<file path="config.mk">
export PLATFORM = sky130hd
export DESIGN_NAME = tft_window_streamer_flat
export DESIGN_NICKNAME = d
export VERILOG_FILES = /design/src/rtl/tft_window_streamer_if.sv /design/src/rtl/tft_window_streamer.sv /design/src/flat_wrapper.sv
export SDC_FILE = /design/constraint.sdc
export NUM_CORES = 1
export LEC_CHECK = 0
export BUFFER_PORTS_ARGS = -buffer_cell sky130_fd_sc_hd__buf_2
export CAP_MARGIN = 20
export CORE_MARGIN = 2
export CORE_UTILIZATION = 35
export CTS_BUF_LIST = sky130_fd_sc_hd__clkbuf_4
export CTS_CLUSTER_DIAMETER = 200
export CTS_CLUSTER_SIZE = 10
export DETAILED_ROUTE_END_ITERATION = 8
export HOLD_SLACK_MARGIN = 0.08
export PLACE_DENSITY = 0.51
export SLEW_MARGIN = 10
export SYNTH_ARGS = -nofsm -noshare
export SYNTH_HDL_FRONTEND = slang
export SYNTH_SLANG_ARGS = --single-unit
</file>
<file path="constraint.sdc">
create_clock -name CLK_I -period 5.7 [get_ports CLK_I]
set_input_delay 0.285 -clock CLK_I [delete_from_list [all_inputs] [get_ports CLK_I]]
set_output_delay 0.285 -clock CLK_I [all_outputs]
set_load 0.05 [all_outputs]
</file>
<file path="src/rtl/tft_window_streamer_if.sv">
// Byte stream from the window streamer to the SPI master: one byte per valid&ready beat,
// with byteDc selecting command (0) or data (1).
interface tft_window_streamer_if;
  logic       byteValid;
  logic [7:0] byteData;
  logic       byteDc;
  logic       byteReady;

  modport master (output byteValid, byteData, byteDc, input byteReady);
  modport slave  (input byteValid, byteData, byteDc, output byteReady);
endinterface

</file>
<file path="src/rtl/tft_window_streamer.sv">
// TFT panel driver: power-up reset/init-ROM playback, then streams rectangular windows from pixel memory.
// Pixel word is fetched in one cycle; every byte holds on the bus until byteReady, with no combinational ready path.
module tft_window_streamer #(
  parameter int COLS             = 240,
  parameter int ROWS             = 320,
  parameter int PIXEL_BYTES      = 2,
  parameter int INIT_AW          = 8,
  parameter int PIX_AW           = 17,
  parameter int RESET_TICKS      = 500000,
  parameter int POST_RESET_TICKS = 6000000,
  parameter int UNIT_TICKS       = 50000
) (
  input  logic                     CLK_I,
  input  logic                     RST_I,
  input  logic                     start,
  input  logic                     continuous,
  input  logic [15:0]              winX0,
  input  logic [15:0]              winX1,
  input  logic [15:0]              winY0,
  input  logic [15:0]              winY1,
  output logic [INIT_AW-1:0]       initAddr,
  input  logic [9:0]               initData,
  output logic [PIX_AW-1:0]        pixAddr,
  input  logic [8*PIXEL_BYTES-1:0] pixData,
  tft_window_streamer_if.master    byteBus,
  output logic                     tftReset,
  output logic                     ready,
  output logic                     busy,
  output logic                     done,
  output logic                     winErr
);

  localparam int DELAY_MAX = 255 * UNIT_TICKS;
  localparam int HOLD_MAX  = (RESET_TICKS > POST_RESET_TICKS) ? RESET_TICKS : POST_RESET_TICKS;
  localparam int TICK_MAX  = (DELAY_MAX > HOLD_MAX) ? DELAY_MAX : HOLD_MAX;
  localparam int CNT_W     = $clog2(TICK_MAX + 1);
  localparam int BI_W      = (PIXEL_BYTES > 1) ? $clog2(PIXEL_BYTES) : 1;

  typedef enum logic [3:0] {
    RST_HOLD, RST_WAIT, INIT_FETCH, INIT_SEND, INIT_DELAY,
    IDLE, WIN_CMD, PIX_FETCH, PIX_SEND, DONE
  } state_t;

  state_t                   state, nextState;
  logic [CNT_W-1:0]         tickCnt;
  logic                     fetchWait;
  logic [7:0]               initByte;
  logic                     initDc;
  logic [15:0]              x0, x1, y0, y1;
  logic [15:0]              curX, curY;
  logic [3:0]               cmdIdx;
  logic [PIX_AW-1:0]        rowBase;
  logic                     primed;
  logic [8*PIXEL_BYTES-1:0] pixWord;
  logic [BI_W-1:0]          byteIdx;
  logic                     lastPix;

  logic       offer, accept, initLast, winBad, lastByte;
  logic [7:0] outByte, cmdByte;
  logic       outDc;

  assign initLast = &initAddr;
  assign lastByte = (byteIdx == BI_W'(PIXEL_BYTES - 1));
  assign winBad   = (winX0 > winX1) || (winY0 > winY1) ||
                    (winX1 >= 16'(COLS)) || (winY1 >= 16'(ROWS));

  always_comb begin
    cmdByte = 8'h00;
    case (cmdIdx)
      4'd0:    cmdByte = 8'h2A;
      4'd1:    cmdByte = x0[15:8];
      4'd2:    cmdByte = x0[7:0];
      4'd3:    cmdByte = x1[15:8];
      4'd4:    cmdByte = x1[7:0];
      4'd5:    cmdByte = 8'h2B;
      4'd6:    cmdByte = y0[15:8];
      4'd7:    cmdByte = y0[7:0];
      4'd8:    cmdByte = y1[15:8];
      4'd9:    cmdByte = y1[7:0];
      4'd10:   cmdByte = 8'h2C;
      default: cmdByte = 8'h00;
    endcase
  end

  // 0x2C is held back until the first pixel address has been on pixAddr for a full cycle.
  always_comb begin
    offer   = 1'b0;
    outByte = 8'h00;
    outDc   = 1'b0;
    case (state)
      INIT_SEND: begin
        offer   = 1'b1;
        outByte = initByte;
        outDc   = initDc;
      end
      WIN_CMD: begin
        offer   = (cmdIdx != 4'd10) || primed;
        outByte = cmdByte;
        outDc   = !((cmdIdx == 4'd0) || (cmdIdx == 4'd5) || (cmdIdx == 4'd10));
      end
      PIX_SEND: begin
        offer = 1'b1;
        outDc = 1'b1;
        for (int i = 0; i < PIXEL_BYTES; i++) begin
          if (byteIdx == BI_W'(i)) outByte = pixWord[8*(PIXEL_BYTES-1-i) +: 8];
        end
      end
      default: ;
    endcase
  end

  assign accept            = offer && byteBus.byteReady;
  assign byteBus.byteValid = offer;
  assign byteBus.byteData  = outByte;
  assign byteBus.byteDc    = outDc;

  always_ff @(posedge CLK_I or posedge RST_I) begin
    if (RST_I) state <= RST_HOLD;
    else       state <= nextState;
  end

  always_comb begin
    nextState = state;
    tftReset  = (state != RST_HOLD);
    ready     = (state == IDLE);
    busy      = (state != IDLE);
    done      = (state == DONE);
    case (state)
      RST_HOLD:   if (tickCnt == CNT_W'(RESET_TICKS - 1)) nextState = RST_WAIT;
      RST_WAIT:   if (tickCnt == CNT_W'(POST_RESET_TICKS - 1)) nextState = INIT_FETCH;
      INIT_FETCH: begin
        if (fetchWait) begin
          case (initData[9:8])
            2'b00, 2'b01: nextState = INIT_SEND;
            2'b10: begin
              if (initData[7:0] != 8'd0) nextState = INIT_DELAY;
              else if (initLast)         nextState = IDLE;
            end
            default:      nextState = IDLE;
          endcase
        end
      end
      INIT_SEND:  if (accept) nextState = initLast ? IDLE : INIT_FETCH;
      INIT_DELAY: if (tickCnt == '0) nextState = initLast ? IDLE : INIT_FETCH;
      IDLE:       if (start && !winBad) nextState = WIN_CMD;
      WIN_CMD:    if (accept && (cmdIdx == 4'd10)) nextState = PIX_FETCH;
      PIX_FETCH:  nextState = PIX_SEND;
      PIX_SEND:   if (accept && lastByte) nextState = lastPix ? DONE : PIX_FETCH;
      DONE:       nextState = continuous ? WIN_CMD : IDLE;
      default:    nextState = RST_HOLD;
    endcase
  end

  always_ff @(posedge CLK_I or posedge RST_I) begin
    if (RST_I) begin
      tickCnt   <= '0;
      fetchWait <= 1'b0;
      initAddr  <= '0;
      initByte  <= 8'h00;
      initDc    <= 1'b0;
      x0        <= 16'd0;
      x1        <= 16'd0;
      y0        <= 16'd0;
      y1        <= 16'd0;
      curX      <= 16'd0;
      curY      <= 16'd0;
      cmdIdx    <= 4'd0;
      rowBase   <= '0;
      primed    <= 1'b0;
      pixAddr   <= '0;
      pixWord   <= '0;
      byteIdx   <= '0;
      lastPix   <= 1'b0;
      winErr    <= 1'b0;
    end else begin
      winErr <= 1'b0;
      case (state)
        RST_HOLD: begin
          if (tickCnt == CNT_W'(RESET_TICKS - 1)) tickCnt <= '0;
          else                                    tickCnt <= tickCnt + CNT_W'(1);
        end
        RST_WAIT: begin
          fetchWait <= 1'b0;
          initAddr  <= '0;
          if (tickCnt == CNT_W'(POST_RESET_TICKS - 1)) tickCnt <= '0;
          else                                         tickCnt <= tickCnt + CNT_W'(1);
        end
        INIT_FETCH: begin
          fetchWait <= !fetchWait;
          if (fetchWait) begin
            initByte <= initData[7:0];
            initDc   <= initData[8];
            if (initData[9:8] == 2'b10) begin
              if (initData[7:0] == 8'd0) begin
                if (!initLast) initAddr <= initAddr + INIT_AW'(1);
              end else begin
                tickCnt <= CNT_W'(initData[7:0]) * CNT_W'(UNIT_TICKS) - CNT_W'(1);
              end
            end
          end
        end
        INIT_SEND: if (accept && !initLast) initAddr <= initAddr + INIT_AW'(1);
        INIT_DELAY: begin
          if (tickCnt == '0) begin
            if (!initLast) initAddr <= initAddr + INIT_AW'(1);
          end else begin
            tickCnt <= tickCnt - CNT_W'(1);
          end
        end
        IDLE: begin
          winErr <= start && winBad;
          if (start && !winBad) begin
            x0      <= winX0;
            x1      <= winX1;
            y0      <= winY0;
            y1      <= winY1;
            cmdIdx  <= 4'd0;
            curY    <= 16'd0;
            rowBase <= '0;
            primed  <= 1'b0;
          end
        end
        // The row-base accumulator walks up to Y0 while the command bytes go out.
        WIN_CMD: begin
          if (curY != y0) begin
            curY    <= curY + 16'd1;
            rowBase <= rowBase + PIX_AW'(COLS);
          end else begin
            curX    <= x0;
            pixAddr <= rowBase + PIX_AW'(x0);
            primed  <= 1'b1;
          end
          if (accept) cmdIdx <= cmdIdx + 4'd1;
        end
        // Capture this pixel and put the next address out so memory has it by the next fetch.
        PIX_FETCH: begin
          pixWord <= pixData;
          byteIdx <= '0;
          lastPix <= (curX == x1) && (curY == y1);
          if (!((curX == x1) && (curY == y1))) begin
            if (curX == x1) begin
              curX    <= x0;
              curY    <= curY + 16'd1;
              rowBase <= rowBase + PIX_AW'(COLS);
              pixAddr <= rowBase + PIX_AW'(COLS) + PIX_AW'(x0);
            end else begin
              curX    <= curX + 16'd1;
              pixAddr <= pixAddr + PIX_AW'(1);
            end
          end
        end
        PIX_SEND: if (accept) byteIdx <= byteIdx + BI_W'(1);
        DONE: begin
          if (continuous) begin
            x0      <= 16'd0;
            x1      <= 16'(COLS - 1);
            y0      <= 16'd0;
            y1      <= 16'(ROWS - 1);
            cmdIdx  <= 4'd0;
            curY    <= 16'd0;
            rowBase <= '0;
            primed  <= 1'b0;
          end
        end
        default: ;
      endcase
    end
  end

endmodule

</file>
<file path="src/flat_wrapper.sv">
// flat-port wrapper written by rule: the top's interface ports become plain ports
module tft_window_streamer_flat 
#(
  parameter int COLS             = 240,
  parameter int ROWS             = 320,
  parameter int PIXEL_BYTES      = 2,
  parameter int INIT_AW          = 8,
  parameter int PIX_AW           = 17,
  parameter int RESET_TICKS      = 500000,
  parameter int POST_RESET_TICKS = 6000000,
  parameter int UNIT_TICKS       = 50000
)
  (CLK_I, RST_I, start, continuous, winX0, winX1, winY0, winY1, initAddr, initData, pixAddr, pixData, tftReset, ready, busy, done, winErr, byteBus_byteValid, byteBus_byteData, byteBus_byteDc, byteBus_byteReady);
  tft_window_streamer_if byteBus_i ();
  input  logic CLK_I;
  input  logic RST_I;
  input  logic start;
  input  logic continuous;
  input  logic [15:0] winX0;
  input  logic [15:0] winX1;
  input  logic [15:0] winY0;
  input  logic [15:0] winY1;
  output logic [INIT_AW-1:0] initAddr;
  input  logic [9:0] initData;
  output logic [PIX_AW-1:0] pixAddr;
  input  logic [8*PIXEL_BYTES-1:0] pixData;
  output logic tftReset;
  output logic ready;
  output logic busy;
  output logic done;
  output logic winErr;
  output wire logic [$bits(byteBus_i.byteValid)-1:0] byteBus_byteValid;
  output wire logic [$bits(byteBus_i.byteData)-1:0] byteBus_byteData;
  output wire logic [$bits(byteBus_i.byteDc)-1:0] byteBus_byteDc;
  input wire logic [$bits(byteBus_i.byteReady)-1:0] byteBus_byteReady;
  assign byteBus_byteValid = byteBus_i.byteValid;
  assign byteBus_byteData = byteBus_i.byteData;
  assign byteBus_byteDc = byteBus_i.byteDc;
  assign byteBus_i.byteReady = byteBus_byteReady;
  tft_window_streamer #(.COLS(COLS), .ROWS(ROWS), .PIXEL_BYTES(PIXEL_BYTES), .INIT_AW(INIT_AW), .PIX_AW(PIX_AW), .RESET_TICKS(RESET_TICKS), .POST_RESET_TICKS(POST_RESET_TICKS), .UNIT_TICKS(UNIT_TICKS)) u_core (.CLK_I(CLK_I), .RST_I(RST_I), .start(start), .continuous(continuous), .winX0(winX0), .winX1(winX1), .winY0(winY0), .winY1(winY1), .initAddr(initAddr), .initData(initData), .pixAddr(pixAddr), .pixData(pixData), .byteBus(byteBus_i), .tftReset(tftReset), .ready(ready), .busy(busy), .done(done), .winErr(winErr));
endmodule
</file>
==> flow_metrics.tcl, run 1 <==
set metrics [dict create \
    status "finished clean" \
    worst_slack_ps 664.7 \
    post-place-ws_ps 483.3 \
    grt_pass1_vias 14410 \
    die_w_um 213.9 \
    power.total_mw 3.000 \
    drc_errors 0 \
    cts_buffer_depth 2 \
    ctsHoldBuffers 81 \
    drtPass1Iterations 5 \
    fin_hold_ws_ps 215.2 \
    cp_slowest_stage_delay_ps 680 \
    gr-usage-met3_pct 4.828 \
    syn_inst 1843 \
    dp_hpwl_mm 38.00 \
    nFillCells 4402 \
    rows 76 \
    p_leak_nw 7.980 \
    avgSynthCellArea_um2 8.369 \
    timing.final.max_slew_violations 0 \
    antenna_found_initial 5 \
    wl_mm 52.15 \
    dpl.cell_count 2462 \
    ys_types 74 \
    grt_use_total_pct 22.81 \
    synth_area_um2 15420 \
    wl_per_cell_um 20.22 \
    finalCriticalPeriod_ps 5035 \
    clkSinkCount 196 \
    ys.flop_type "dfrtp_1" \
    crit_type "in2reg" \
    drive_gt1_share_pct 10.70 \
    skew_ps 35.93 \
    synth_edf_count 0 \
    yosys.area.top_type "dfrtp_1" \
    die-area_um2 45760 \
    seqCellArea_um2 4905 \
    crit_path_cell_trace "dlygate4sd3_1 -> buf_2 -> ha_1 -> ha_1 -> inv_1 -> fa_1 -> inv_1 -> fa_1 -> ha_1 -> a211oi_1 -> o21ai_0 -> a31oi_1 -> xor2_1 -> nor4b_1 -> nand4_1 -> or4b_2 -> nand3_1" \
    r2r_cells 8 \
    area_growth_pct 14.24 \
    gp_congestion 0.8947 \
    hold_depth 4 \
    grt_use_met1_pct 28.59 \
    synth_area_leaders "dfrtp_1, ha_1, nand2_1" \
    yosys_warnings 0 \
    stdcell_count 2579 \
    htree_levels 4 \
    multi_input_area_um2 9778 \
    cp_slowest_cell "or4b_2" \
    routed_via_density 5.659 \
    cts_tree "done" \
    nNetsFinal 2211 \
    end_kind "flip-flop" \
    postRouteAntennaNets 0 \
    tns_ps 0 \
    tightest_slew_ps 992.7 \
    clk_pin_slew_ps 180 \
    fin_crit_sh_pct 88.34 \
    maxCapViolCount 0 \
    fmax_mhz 198.6 \
    grt_max_degree 68 \
    worst_ep_required_time_ps 6410 \
    hold_path_class "in2reg" \
    drt_first_iter_violations 942 \
    peakVddDrop_mv 0.1306 \
    numCtsBuffers 17 \
    syn_nets 2077 \
    ios 135 \
    cp_common_cell "ha_1" \
    cts_setup_buffers 0 \
    crit_path_max_fanout 5 \
    critical_path_arrival_ps 5750 \
    ys_ff_latch 196 \
    port_buffers 134 \
    core_area_um2 43270 \
    initial_core_util_pct 35.65 \
    final_common_cell "nand2_1" \
    clock_latency_ps 800 \
    hold_violations 0 \
    clockRootBuffer "clkbuf_4" \
    rsz0062_at_grt "no" \
    vias 14600 \
    top_usage_layer "met2" \
    cts-resized-gates 0 \
    grt_overflow_total 0 \
    grt_pass1_wl_mm 82.05 \
    layout_common_cells "nand2_1, dfrtp_1, o21ai_0, buf_2, ha_1" \
    start_kind "input pin" \
    fp.dieH_um 213.9 \
    synth_top_area_share_pct 31.80 \
    setup_viol 0 \
    met2_usage_pct 38.69 \
    slew_headroom_pct 33.66 \
    cellPowerDensity_nw_per_um2 170.3 \
    seq_area_frac_synth_pct 31.80 \
    async_flop_share_pct 100.0 \
]
sequential cells by signal, summed over array words and instances (netlist names), 4 cells and up:
register / cells
u_core.tickCnt: 24
u_core.pixAddr: 17
u_core.curX: 16
u_core.curY: 16
u_core.pixWord: 16
u_core.x0: 16
u_core.x1: 16
u_core.y0: 16
u_core.y1: 16
u_core.rowBase: 13
u_core.initAddr: 8
u_core.initByte: 8
u_core.cmdIdx: 4
u_core.state: 4
metrics by stage:
step | area, um2 | util [%]
global route | 17620 | 40.72
global placement | 16520 | 38.19
CTS | 17610 | 40.70
floorplan | 15420 | -
finish | 17620 | 40.72
detailed placement | 16520 | 38.19
Yosys cell counts (46+ instances only):
| cell | number |
|---|---|
| a21oi_1 | 112 |
| o21ai_0 | 137 |
| inv_1 | 77 |
| nor2_1 | 127 |
| nand2_1 | 199 |
| xnor2_1 | 46 |
| clkbuf_1 | 104 |
| ha_1 | 127 |
| nor3_1 | 51 |
| nand3_1 | 58 |
| xor2_1 | 81 |
| dfrtp_1 | 196 |
| and3_1 | 46 |
path summary, 6_finish.rpt:
path / from / to / slack, ps
max: initData[2] / u_core.tickCnt[23]$_DFFE_PP0P_ / 660
min: pixData[9] / u_core.pixWord[9]$_DFFE_PP0P_ / 220
max reg2reg: u_core.state[2]$_DFFE_PP0P_ / u_core.curY[10]$_DFFE_PP0P_ / 1750
min reg2reg: u_core.pixWord[11]$_DFFE_PP0P_ / u_core.pixWord[11]$_DFFE_PP0P_ / 500
min in group asynchronous: RST_I / u_core.initAddr[0]$_DFFE_PP0P_ / 690
max in group asynchronous: RST_I / u_core.curX[0]$_DFFE_PP0P_ / 3700
cell families after synthesis:
group	Yosys count	share of synthesized area (%)
compound gates	527	22.58
flops	196	31.80
mux	21	1.411
buf+inv	196	4.884
simple gates	637	20.25
fa+ha+maj	139	11.86
xor+xnor	127	7.212
per-layer routing:
layer / up-vias / share of wire (%)
li1: 7014 / -
met1: 7156 / 43
met2: 341 / 49
met3: 80 / 5.1
met4: 4 / 2.8
met5: - / 0.050
power by group:
part / leakage (nW) / internal (mW) / switching [mW] / total [mW]
clock: 0.153 / 0.229 / 0.596 / 0.825
combinational: 5.40 / 0.320 / 0.456 / 0.776
sequential: 2.42 / 1.39 / 0.00486 / 1.40
total: 7.98 / 1.94 / 1.06 / 3.00
worst max-delay path: cells and delay by family:
family	cells	cell delay, ps
and+or+nand+nor	4	1560
xor gates and xnor gates	1	230
buffers and inverters	4	810
adders and majority gates	5	1930
AOI/OAI and AO/OA	3	910
final cells by class:
class                           instances  share of cell area (%)
Multi-Input combinational cell       1451                   55.50
Sequential cell                       196                   27.84
Timing Repair Buffer                  234                   9.217
Tap cell                              585                   4.154
Inverter                               77                   1.683
Clock inverter                         15                  0.8308
Clock buffer                           17                  0.7243
Antenna cell                            4                 0.05681
Power figures use the tool's default switching activity.
==> inputs of run 2 (changes only) <==
--- a/config.mk
+++ b/config.mk
@@ -14,7 +14,7 @@
 export CTS_CLUSTER_SIZE = 10
 export DETAILED_ROUTE_END_ITERATION = 8
 export HOLD_SLACK_MARGIN = 0.08
-export PLACE_DENSITY = 0.51
+export PLACE_DENSITY = 0.5
 export SLEW_MARGIN = 10
 export SYNTH_ARGS = -nofsm -noshare
 export SYNTH_HDL_FRONTEND = slang
==> constraint.sdc (replaced) <==
create_clock -name CLK_I -period 5.1 [get_ports CLK_I]
set_input_delay 0.255 -clock CLK_I [delete_from_list [all_inputs] [get_ports CLK_I]]
set_output_delay 0.255 -clock CLK_I [all_outputs]
set_load 0.05 [all_outputs]
==> run 2 against run 1 <==
  * Clock power increased by 22%
  * Register-to-register slack got worse by 290 ps
  * Final area increased by 0.99%
  * Clock skew decreased by 3.2 ps
  * Power increased by 15%
  * Count of clock-buffer cells in the layout unchanged
  * Non-clock buffer count increased by 15
  * Largest power group unchanged
==> flow_metrics.tcl, run 2 (same netlist as run 1, synthesis figures left out) <==
set metrics [dict create \
    drt_first_iter_violations 987 \
    gp_congestion 0.8779 \
    dp_hpwl_mm 38.94 \
    antenna_found_initial 4 \
    port_buffers 134 \
    r2r_end "u_core.tickCnt[22]$_DFFE_PP0P_" \
    ios 135 \
    fp.dieH_um 213.9 \
    cp_common_cell "ha_1" \
    maxCapViolCount 0 \
    routed_via_density 5.684 \
    worst_ep_required_time_ps 5730 \
    post-place-ws_ps 140.5 \
    nNetsFinal 2226 \
    critical_path.top_delay_family "adder cells" \
    cts_buffer_depth 2 \
    r2r-start "u_core.tickCnt[9]$_DFFE_PP0P_" \
    htree_levels 4 \
    wl_mm 52.49 \
    grt_pass1_vias 14530 \
    die_w_um 213.9 \
    die-area_um2 45760 \
    postRouteAntennaNets 0 \
    tightest_slew_ps 1008 \
    clkSinkCount 196 \
    layout_common_cells "nand2_1, dfrtp_1, o21ai_0, buf_2, ha_1" \
    hold_violations 0 \
    fin_crit_sh_pct 93.88 \
    min_from "winX1[9]" \
    area_growth_pct 15.37 \
    numCtsBuffers 17 \
    largest_register_ffs 24 \
    wl_per_cell_um 20.24 \
    crit_path_max_fanout 5 \
    crit_type "in2reg" \
    cp_slowest_cell "or4b_2" \
    cp_slowest_stage_delay_ps 690 \
    cts_tree "done" \
    grt_overflow_total 0 \
    rows 76 \
    initial_core_util_pct 35.65 \
    drc_errors 0 \
    critical_path_arrival_ps 5410 \
    slew_headroom_pct 32.62 \
    drtPass1Iterations 5 \
    clk_pin_slew_ps 180 \
    crit_path_cell_trace "dlygate4sd3_1 -> buf_2 -> ha_1 -> ha_1 -> inv_1 -> fa_1 -> inv_1 -> fa_1 -> ha_1 -> a211oi_1 -> o21ai_0 -> a31oi_1 -> xor2_1 -> nor4b_1 -> buf_4 -> nand4_1 -> or4b_2 -> nand3_1" \
    tns_ps 0 \
    peakVddDrop_mv 0.1512 \
    drive_gt1_share_pct 11.47 \
    status "finished clean" \
    worst_slack_ps 312.2 \
    start_kind "input pin" \
    hold_end "u_core.winErr$_DFF_PP0_" \
    r2r_cells 7 \
    core_area_um2 43270 \
    r2r_slack_ps 1460 \
    top_register "u_core.tickCnt" \
    clock_latency_ps 700 \
    clockRootBuffer "clkbuf_4" \
    hold_path_class "in2reg" \
    p_leak_nw 8.073 \
    reg_top3 "u_core.tickCnt (24), u_core.pixAddr (17)" \
    fin_hold_ws_ps 185.1 \
    cts-resized-gates 0 \
    grt_use_total_pct 23.02 \
    fmax_mhz 208.9 \
    cellPowerDensity_nw_per_um2 194.7 \
    end_kind "flip-flop" \
    hold_depth 6 \
    skew_ps 32.75 \
    finalCriticalPeriod_ps 4788 \
    timing.final.max_slew_violations 0 \
    setup_viol 0 \
    rsz0062_at_grt "no" \
    grt_pass1_wl_mm 83.78 \
    cts_setup_buffers 0 \
    final_common_cell "nand2_1" \
    vias 14740 \
    crit_buf_inv 5 \
    grt_max_degree 55 \
]
-- run 2: changes by cell type in the layout (fill, tap and decap cells not counted) --
| cell | before | now |
|---|---|---|
| clkinv_4 | 0 | 4 |
| nor2_1 | 125 | 126 |
| nor2_2 | 2 | 1 |
| diode_2 | 4 | 3 |
| clkinvlp_4 | 1 | 3 |
| bufinv_16 | 1 | 3 |
| dlygate4sd3_1 | 81 | 79 |
| clkinv_8 | 1 | 3 |
| inv_8 | 4 | 3 |
| clkinv_1 | 1 | 0 |
| clkinv_2 | 4 | 0 |
| buf_4 | 19 | 36 |
| inv_6 | 4 | 0 |
-- run 2: worst register-to-register path, delay by kind of cell (launching register included) --
kind	cells	cell delay [ps]
simple gates	4	2130
compound gates	3	880
flops	1	540
-- run 2: final cells by class --
class | count | area (um2)
fill | 4410 | 25470
multi-input combinational | 1451 | 9776
sequential | 196 | 4905
timing repair buffer | 249 | 1732
tap | 585 | 732.0
inverter | 77 | 292.8
clock inverter | 15 | 222.7
clock buffer | 17 | 127.6
antenna | 3 | 7.507
-- run 2: worst max-delay path by stage --
stage / start / to / slack, ps / depth (start not counted)
3_3_place_gp: initData[4] / u_core.tickCnt[23]$_DFFE_PP0P_ / 220 / 17
5_1_grt: initData[4] / u_core.tickCnt[23]$_DFFE_PP0P_ / 20 / 18
6_report: initData[4] / u_core.tickCnt[23]$_DFFE_PP0P_ / 310 / 18
3_5_place_dp: initData[4] / u_core.tickCnt[23]$_DFFE_PP0P_ / 140 / 17
2_1_floorplan: initData[3] / u_core.tickCnt[23]$_DFFE_PP0P_ / 500 / 14
4_1_cts: initData[4] / u_core.tickCnt[23]$_DFFE_PP0P_ / 340 / 18
-- run 2: power breakdown --
| group | total, mW | leakage, nW | internal, mW | switching [mW] |
|---|---|---|---|---|
| clock | 1.01 | 0.176 | 0.363 | 0.650 |
| sequential | 1.57 | 2.42 | 1.56 | 0.00709 |
| combinational | 0.886 | 5.47 | 0.372 | 0.513 |
| total | 3.46 | 8.07 | 2.29 | 1.17 |
-- run 2: through the flow --
stage	instances	total power, mW	util [%]	area (um2)
floorplan	1843	2.178	-	15430
global placement	2479	2.424	38.47	16650
detailed placement	2479	2.430	38.47	16650
CTS	2590	3.507	41.11	17790
global route	2592	3.683	41.12	17790
finish	2593	3.464	41.13	17790
-- run 2: repair_timing --
| item | 4_1_cts | 5_1_grt |
|---|---|---|
| hold endpoints to repair | 111 | 0 |
| endpoints found under the setup margin | 0 | 2 |
| hold buffers | 79 | 0 |
-- run 2: layer usage --
metal	wire length (um)	GRT usage, %	up-vias
li1	-	-	7029
met1	23590	30.26	7297
met2	25950	39.88	356
met3	2127	3.295	55
met4	811	5.361	2
met5	13	0	-
